### src/rtl/entrada_captura.sv
// entrada_captura: debounced key capture of slide switches for the CPU input instruction,
// stalling the CPU until the user confirms.
module entrada_captura #(
  parameter int SW_WIDTH        = 16,
  parameter int SYNC_STAGES     = 2,
  parameter int DEBOUNCE_CYCLES = 1000000,
  parameter int SIGN_EXT        = 0
) (
  input  logic                clk,
  input  logic                rst_n,
  input  logic [SW_WIDTH-1:0] Switches,
  input  logic                Botao,
  input  logic                EnableIn,
  output logic [31:0]         ValorEntrada,
  output logic                Pausa,
  output logic                Valido,
  output logic                LedEspera
);
  localparam int CW = $clog2(DEBOUNCE_CYCLES + 1);
  typedef enum logic [1:0] {IDLE, WAIT_PRESS, WAIT_DROP} state_t;
  state_t                               state;
  logic [SYNC_STAGES-1:0]               key_sr;
  logic [SYNC_STAGES-1:0][SW_WIDTH-1:0] sw_sr;
  logic                                 key_s;
  logic                                 deb;
  logic [CW-1:0]                        cnt;
  logic [SW_WIDTH-1:0]                  sw_s;
  logic                                 toggle;
  logic                                 press_evt;
  logic [31:0]                          ext;
  assign key_s     = key_sr[SYNC_STAGES-1];
  assign sw_s      = sw_sr[SYNC_STAGES-1];
  assign toggle    = (key_s != deb) && (cnt == CW'(DEBOUNCE_CYCLES - 1));
  assign press_evt = toggle && !key_s;
  assign LedEspera = Pausa;
  if (SW_WIDTH >= 32) begin : g_wide
    assign ext = sw_s[31:0];
  end else begin : g_ext
    assign ext = {{(32-SW_WIDTH){(SIGN_EXT != 0) && sw_s[SW_WIDTH-1]}}, sw_s};
  end
  // key idles high (released); the counter only runs while the synced key disagrees
  always_ff @(posedge clk) begin
    if (!rst_n) begin
      key_sr <= '1;
      sw_sr  <= '0;
      deb    <= 1'b1;
      cnt    <= '0;
    end else begin
      key_sr <= {key_sr[SYNC_STAGES-2:0], Botao};
      sw_sr  <= {sw_sr[SYNC_STAGES-2:0], Switches};
      deb    <= toggle ? key_s : deb;
      cnt    <= (key_s == deb || toggle) ? '0 : cnt + 1'b1;
    end
  end
  always_ff @(posedge clk) begin
    if (!rst_n) begin
      state        <= IDLE;
      ValorEntrada <= '0;
      Pausa        <= 1'b0;
      Valido       <= 1'b0;
    end else begin
      Valido <= 1'b0;
      case (state)
        IDLE: if (EnableIn) begin
          state <= WAIT_PRESS;
          Pausa <= 1'b1;
        end
        WAIT_PRESS: if (press_evt) begin
          ValorEntrada <= ext;
          Valido       <= 1'b1;
          Pausa        <= 1'b0;
          state        <= WAIT_DROP;
        end else if (!EnableIn) begin
          Pausa <= 1'b0;
          state <= IDLE;
        end
        WAIT_DROP: if (!EnableIn) state <= IDLE;
        default: begin
          state <= IDLE;
          Pausa <= 1'b0;
        end
      endcase
    end
  end
endmodule
### config.mk
export PLATFORM = sky130hd
export DESIGN_NAME = entrada_captura
export DESIGN_NICKNAME = d
export VERILOG_FILES = /design/src/rtl/entrada_captura.sv
export SDC_FILE = /design/constraint.sdc
export NUM_CORES = 1
export LEC_CHECK = 0
export ABC_AREA = 1
export BUFFER_PORTS_ARGS = -buffer_cell sky130_fd_sc_hd__buf_2
export CAP_MARGIN = 5
export CELL_PAD_IN_SITES_DETAIL_PLACEMENT = 1
export CELL_PAD_IN_SITES_GLOBAL_PLACEMENT = 2
export CORE_MARGIN = 3
export CORE_UTILIZATION = 31
export CTS_CLUSTER_SIZE = 20
export DETAILED_ROUTE_END_ITERATION = 12
export PLACE_DENSITY_LB_ADDON = 0.1
export SYNTH_ARGS = -nofsm -noshare
export SYNTH_HDL_FRONTEND = slang
export SYNTH_SLANG_ARGS = --single-unit
export TNS_END_PERCENT = 5
### constraint.sdc
create_clock -name clk -period 2.2 [get_ports clk]
set_input_delay 0.11 -clock clk [delete_from_list [all_inputs] [get_ports clk]]
set_output_delay 0.11 -clock clk [all_outputs]
set_load 0.1 [all_outputs]
=== Word-level counts from Yosys, hierarchy flattened ===
Index checks and enable logic that the tools add are counted.

* Register bits: 75
* Latch bits: 0
* Memory bits (writable): 0
* Memory bits (read-only): 0
* Input bits: 20
* Word-level logic and storage cells: 37
* Memories kept: 0

* $add $sub $neg: 1
* Multiply operators: 0
* Divide/modulo/power cells: 0
* $lt $le $gt $ge: 0
* Equality and inequality tests: 7
* Shift-type cells: 0
* Mux-type cells: 9
* Bitwise operators: 2
* Reductions and logical operators: 9

{| class="wikitable"
|+ Operators by type and width
! cell !! number
|-
| 20-bit by 1-bit adder with 20-bit output (second input constant) || 1
|-
| 20-bit equality test (second input constant) || 1
|-
| 2-bit two-way mux || 3
|-
| 2-bit one-hot mux with 3 select lines || 1
|-
| 1-bit two-way mux || 4
|-
| 2-bit AND reduction || 2
|-
| 3-bit != test (second input constant) || 1
|-
| 1-bit one-hot mux with 3 select lines || 1
|-
| 3-bit AND reduction || 1
|-
| 2-bit by 1-bit equality test with 1-bit output (second input constant) || 1
|-
| 2-bit equality test (second input constant) || 1
|-
| 1-bit logical AND || 2
|-
| 2-bit logical NOT || 1
|-
| 2-bit != test (second input constant) || 1
|-
| 1-bit NOT || 2
|-
| 2-bit OR reduction || 1
|-
| 1-bit equality test || 1
|-
| 1-bit logical NOT || 1
|-
| 1-bit logical OR || 1
|-
| 1-bit != test || 1
|}

=== Logic depth before layout (Yosys ltp) ===
* Depth after elaboration: 5
* Gate-level depth with buffers: 10
* Depth with buffers taken out: 10

=== Worst setup path after synthesis ===
OpenSTA, ideal clock, no wires.

* Path type: register to register
* From: register cnt[0]
* To: register cnt[11]
* Setup time: 0.122 ns
* Arrival time: 1.404 ns
* Path slack: 0.674 ns
* Stages on the path, launching flop included: 10
* Path buffers: 1
* Clock period less this slack: 1.526 ns
* Cells stage by stage: dfxtp_1 -> ha_1 -> nand2_2 -> clkinv_2 -> nand2_4 -> nor2_4 -> nand2_1 -> nand3_2 -> buf_4 -> a21oi_1

* Longest elaborated chain between the ends: 4

{| class="wikitable"
|+ RTL lines
! what !! RTL line !! RTL
|-
| from (decl) || 26 || <nowiki>logic [CW-1:0] cnt;</nowiki>
|-
| from (signal assigned) || 52 || <nowiki>cnt <= (key_s == deb || toggle) ? '0 : cnt + 1'b1;</nowiki>
|-
| branches (longest 4 deep; another with 20-bit by 1-bit adder with 20-bit output) || - ||
|}

Several ways; the timed one is not identified.
A chain may end at the register's enable or synchronous reset.

=== Final worst setup path ===
* From: register cnt[0]
* To: register cnt[15]

The elaborated chain is that of the path after synthesis.

==> summary.md <==
| Metric | Value |
|---|---|
| Final hold vios | 0 |
| DP Area | 0.003251 mm² |
| MaxCap Viol Count | 0 |
| Routed vias | 2,439 |
| Core area | 0.009371 mm² |
| PD cells | 714.1 mW/mm² |
| Initial antenna violation count | 0 |
| Dpl ws | 0.3397 ns |
| Worst skew pair latency | 0.35 ns |
| Final setup margin | 0.3677 ns |
| I/O pin cnt | 55 |
| Worst R2R Start | cnt[0] |
| CP Max Fanout | 19 |
| Slew Viols, Final | 0 |
| First-pass GRT wire length | 11.03 mm |
| Minimum clock period after layout | 1.832 ns |
| Share of cells above drive strength 1 | 14.35% |
| Sequential-to-total area share from yosys stat | 49.34% |
| Final Power | 2.564 mW |
| Top cells by count, synth | 105 x nand2_1, 75 x dfxtp_1, 66 x inv_1 |
| Final setup vio count | 0 |
| Routability cong. | 0.7915 |
| Chip Width | 105.1 µm |
| Yosys top cell by area | dfxtp_1 |
| Vias in the first global route | 2,404 |
| Post-synthesis cell area | 0.003043 mm² |
| Synthesis-stage register bit count | 75 |
| Worst Setup EP | cnt[15] |
| Max stage delay on crit path | 0.39 ns |
| Yosys warns | 0 |
| Syn avg cell area | 7.476 µm² |
| Dominant cells by area after synthesis | dfxtp_1 49%, nand2_1 13%, inv_1 8.1%, nor2_1 7.9%, buf_4 4.7% |
| Top cell type's share of synthesized area | 49.34% |
| Main flop type after synthesis | dfxtp_1 |
| Fill count | 1,232 |
| Bufs on Longest Clock Path | 2 |
| Drt wl/cell | 10.91 µm |
| Combinational Power Share | 9.2% |
| CTS root buf | clkbuf_8 |
| Clk slew on worst S/H paths | 0.08 ns |
| Worst Hold Class | primary input to flop |
| Area of the multi-input gates | 0.001119 mm² |
| CP max stage cell | dfxtp_1 |
| Drt pass-1 iters | 4 |
| CP endpoint kind | flop |
| Average vias per placed instance | 4.092 |
| Reg power frac | 54.5% |
| Setup TNS | 0 ns |
| Num CTS Buffers | 9 |
| Half-perimeter wire length after placement | 4.596 mm |
| Max VDD drop | 0.3440 mV |
| Clk sinks | 75 |
| Port bufs | 38 |
| Critical path class | flop to flop |
| Final non-filler cell area | 0.003591 mm² |
| Most common cell in the netlist | nand2_1 |
| Row count | 35 |
| Layout Skew | 0.008185 ns |
| Largest net degree at the start of global routing | 46 |
| Post-synth EDFFs | 0 |
| FF-to-FF path depth | 10 |
| Total track usage | 12.60% |
| Diode count | 0 |
| CTS H-tree depth | 3 |
| Detail Route Antenna Nets | 0 |
| Iter 0 DRT Violations | 61 |
| DRC Markers | 0 |
| Switch Pwr | 0.6881 mW |
| Distinct cells, synth | 29 |
| Cells after synthesis | 407 |
| Initial Util | 32.47% |
| Grt total ovfl | 0 |
| FF+latch area | 0.001501 mm² |
| Postcts setup bufs | 0 |
| CTS tree | built |
| Post-synth ARST share | 0% |
| RSZ-0062 raised after global routing | no |
| Die Height | 105.1 µm |
| Fmax | 545.8 MHz |
| Final wirelength | 6.502 mm |
| Period Utilization, post-route | 83.28% |
| Layout Nets | 484 |
| R2R Setup Slk | 0.37 ns |
| Critical Path RT | 2.45 ns |
| Setup crit start kind | flop |
| Arrival @ worst endpoint | 2.09 ns |
| Int Power | 1.876 mW |
| Status | complete, no violations |
| Power share of the clock group | 36.2% |
| Die ar. | 0.01104 mm² |
| Worst Setup SP | cnt[0] |
| Sw Ratio | 26.83% |
| Area Growth Syn to Fin | 18.01% |
| RR Endpoint | cnt[15] |
| Crit path cell chain | ha_1 > nand2_2 > clkinv_2 > nand2_4 > nor2_4 > nand2_1 > nand3_2 > inv_1 > nand2_1 > inv_1 |
| Leakage power | 1.839 nW |
==> cell families after synthesis <==
| family | Yosys count | synth area share [%] |
|---|---|---|
| AOI/OAI and AO/OA | 15 | 2.467 |
| xor gates and xnor gates | 6 | 1.727 |
| adders and majority gates | 1 | 0.4111 |
| buffers and inverters | 97 | 15.75 |
| DFF | 75 | 49.34 |
| other | 1 | 0.1232 |
| and+or+nand+nor | 212 | 30.18 |
==> cell usage in the layout (no fill, tap or decap), types with 2 or more instances in the layout <==
cell           netlist  layout
nand3b_1             3       3
nor2_1              64      64
conb_1               1      16
nand2_1            105     105
buf_4               19       2
xor2_1               6       6
inv_2                3       3
buf_2                0      38
clkbuf_1             3       2
o21ai_0              3       3
nand3_1             14      14
nand4_1              5       5
inv_1               66      66
nor3_1               8       8
nand2_2              2       2
clkinv_4             0       2
clkbuf_8             2      10
dlygate4sd3_1        0      17
or2_2                2       2
dfxtp_1             75      75
a21oi_1             12      12
nor2_4               2       2
==> per-layer routing <==
metal | vias up | track usage [%] | part of all wire (%)
met4 | 0 | 5.155 | 1.9
met2 | 40 | 20.21 | 46
met3 | 10 | 5.065 | 4.5
li1 | 1282 | - | -
met5 | - | 0 | 0
met1 | 1107 | 14.97 | 48
==> cell type report <==
class	instances	share of cell area, %
sequential	75	41.81
multi-input combinational	250	31.15
timing repair buffer	57	10.45
inverter	70	7.352
tap	129	4.495
clock buffer	12	4.042
clock inverter	3	0.6969
==> power groups by stage <==
stage | Clock (mW) | Combinational [mW] | Sequential (mW)
global placement | 0 | 0.214 | 1.43
finish | 0.929 | 0.237 | 1.40
detailed placement | 0 | 0.215 | 1.43
global route | 1.04 | 0.254 | 1.40
CTS | 0.990 | 0.238 | 1.40
floorplan | 0 | 0.202 | 1.44
==> critical path, delay by kind of cell (launching register included) <==
kind / cells / cell delay (ns)
fa+ha+maj: 1 / 0.30
buf+inv: 3 / 0.21
flops: 1 / 0.39
simple gates: 6 / 0.83
==> worst min-delay path by stage <==
stage | from | to | slack (ns) | cells past startpoint
floorplan | Switches[0] | sw_sr[0] | 0.21 | 2
global placement | Switches[9] | sw_sr[9] | 0.29 | 3
detailed placement | Switches[7] | sw_sr[7] | 0.30 | 3
CTS | rst_n | deb | 0.03 | 2
global route | EnableIn | state[1] | 0.04 | 3
finish | rst_n | deb | 0.04 | 2
==> state kept, by name, indices dropped and copies added, names as in the netlist <==
register,cells
cnt,20
ValorEntrada,16
sw_s,16
sw_sr,16
key_sr,2
state,2
LedEspera,1
Valido,1
deb,1
==> per-stage QoR <==
stage               hold WS, ns  std cells  utilization, %
floorplan                0.2076        422               -
global placement         0.2913        564           34.69
detailed placement       0.2971        564           34.69
CTS                     0.02651        596           38.32
global route            0.03788        596           38.32
finish                  0.04032        596           38.32
==> timing repair <==
| action | CTS | global route |
|---|---|---|
| endpoints found under the hold margin | 17 | 0 |
| setup endpoints to repair | 0 | 0 |
| gates resized for setup | 0 | 0 |
| hold buffers | 17 | 0 |
Note: power is estimated with default switching activity, not from simulation.
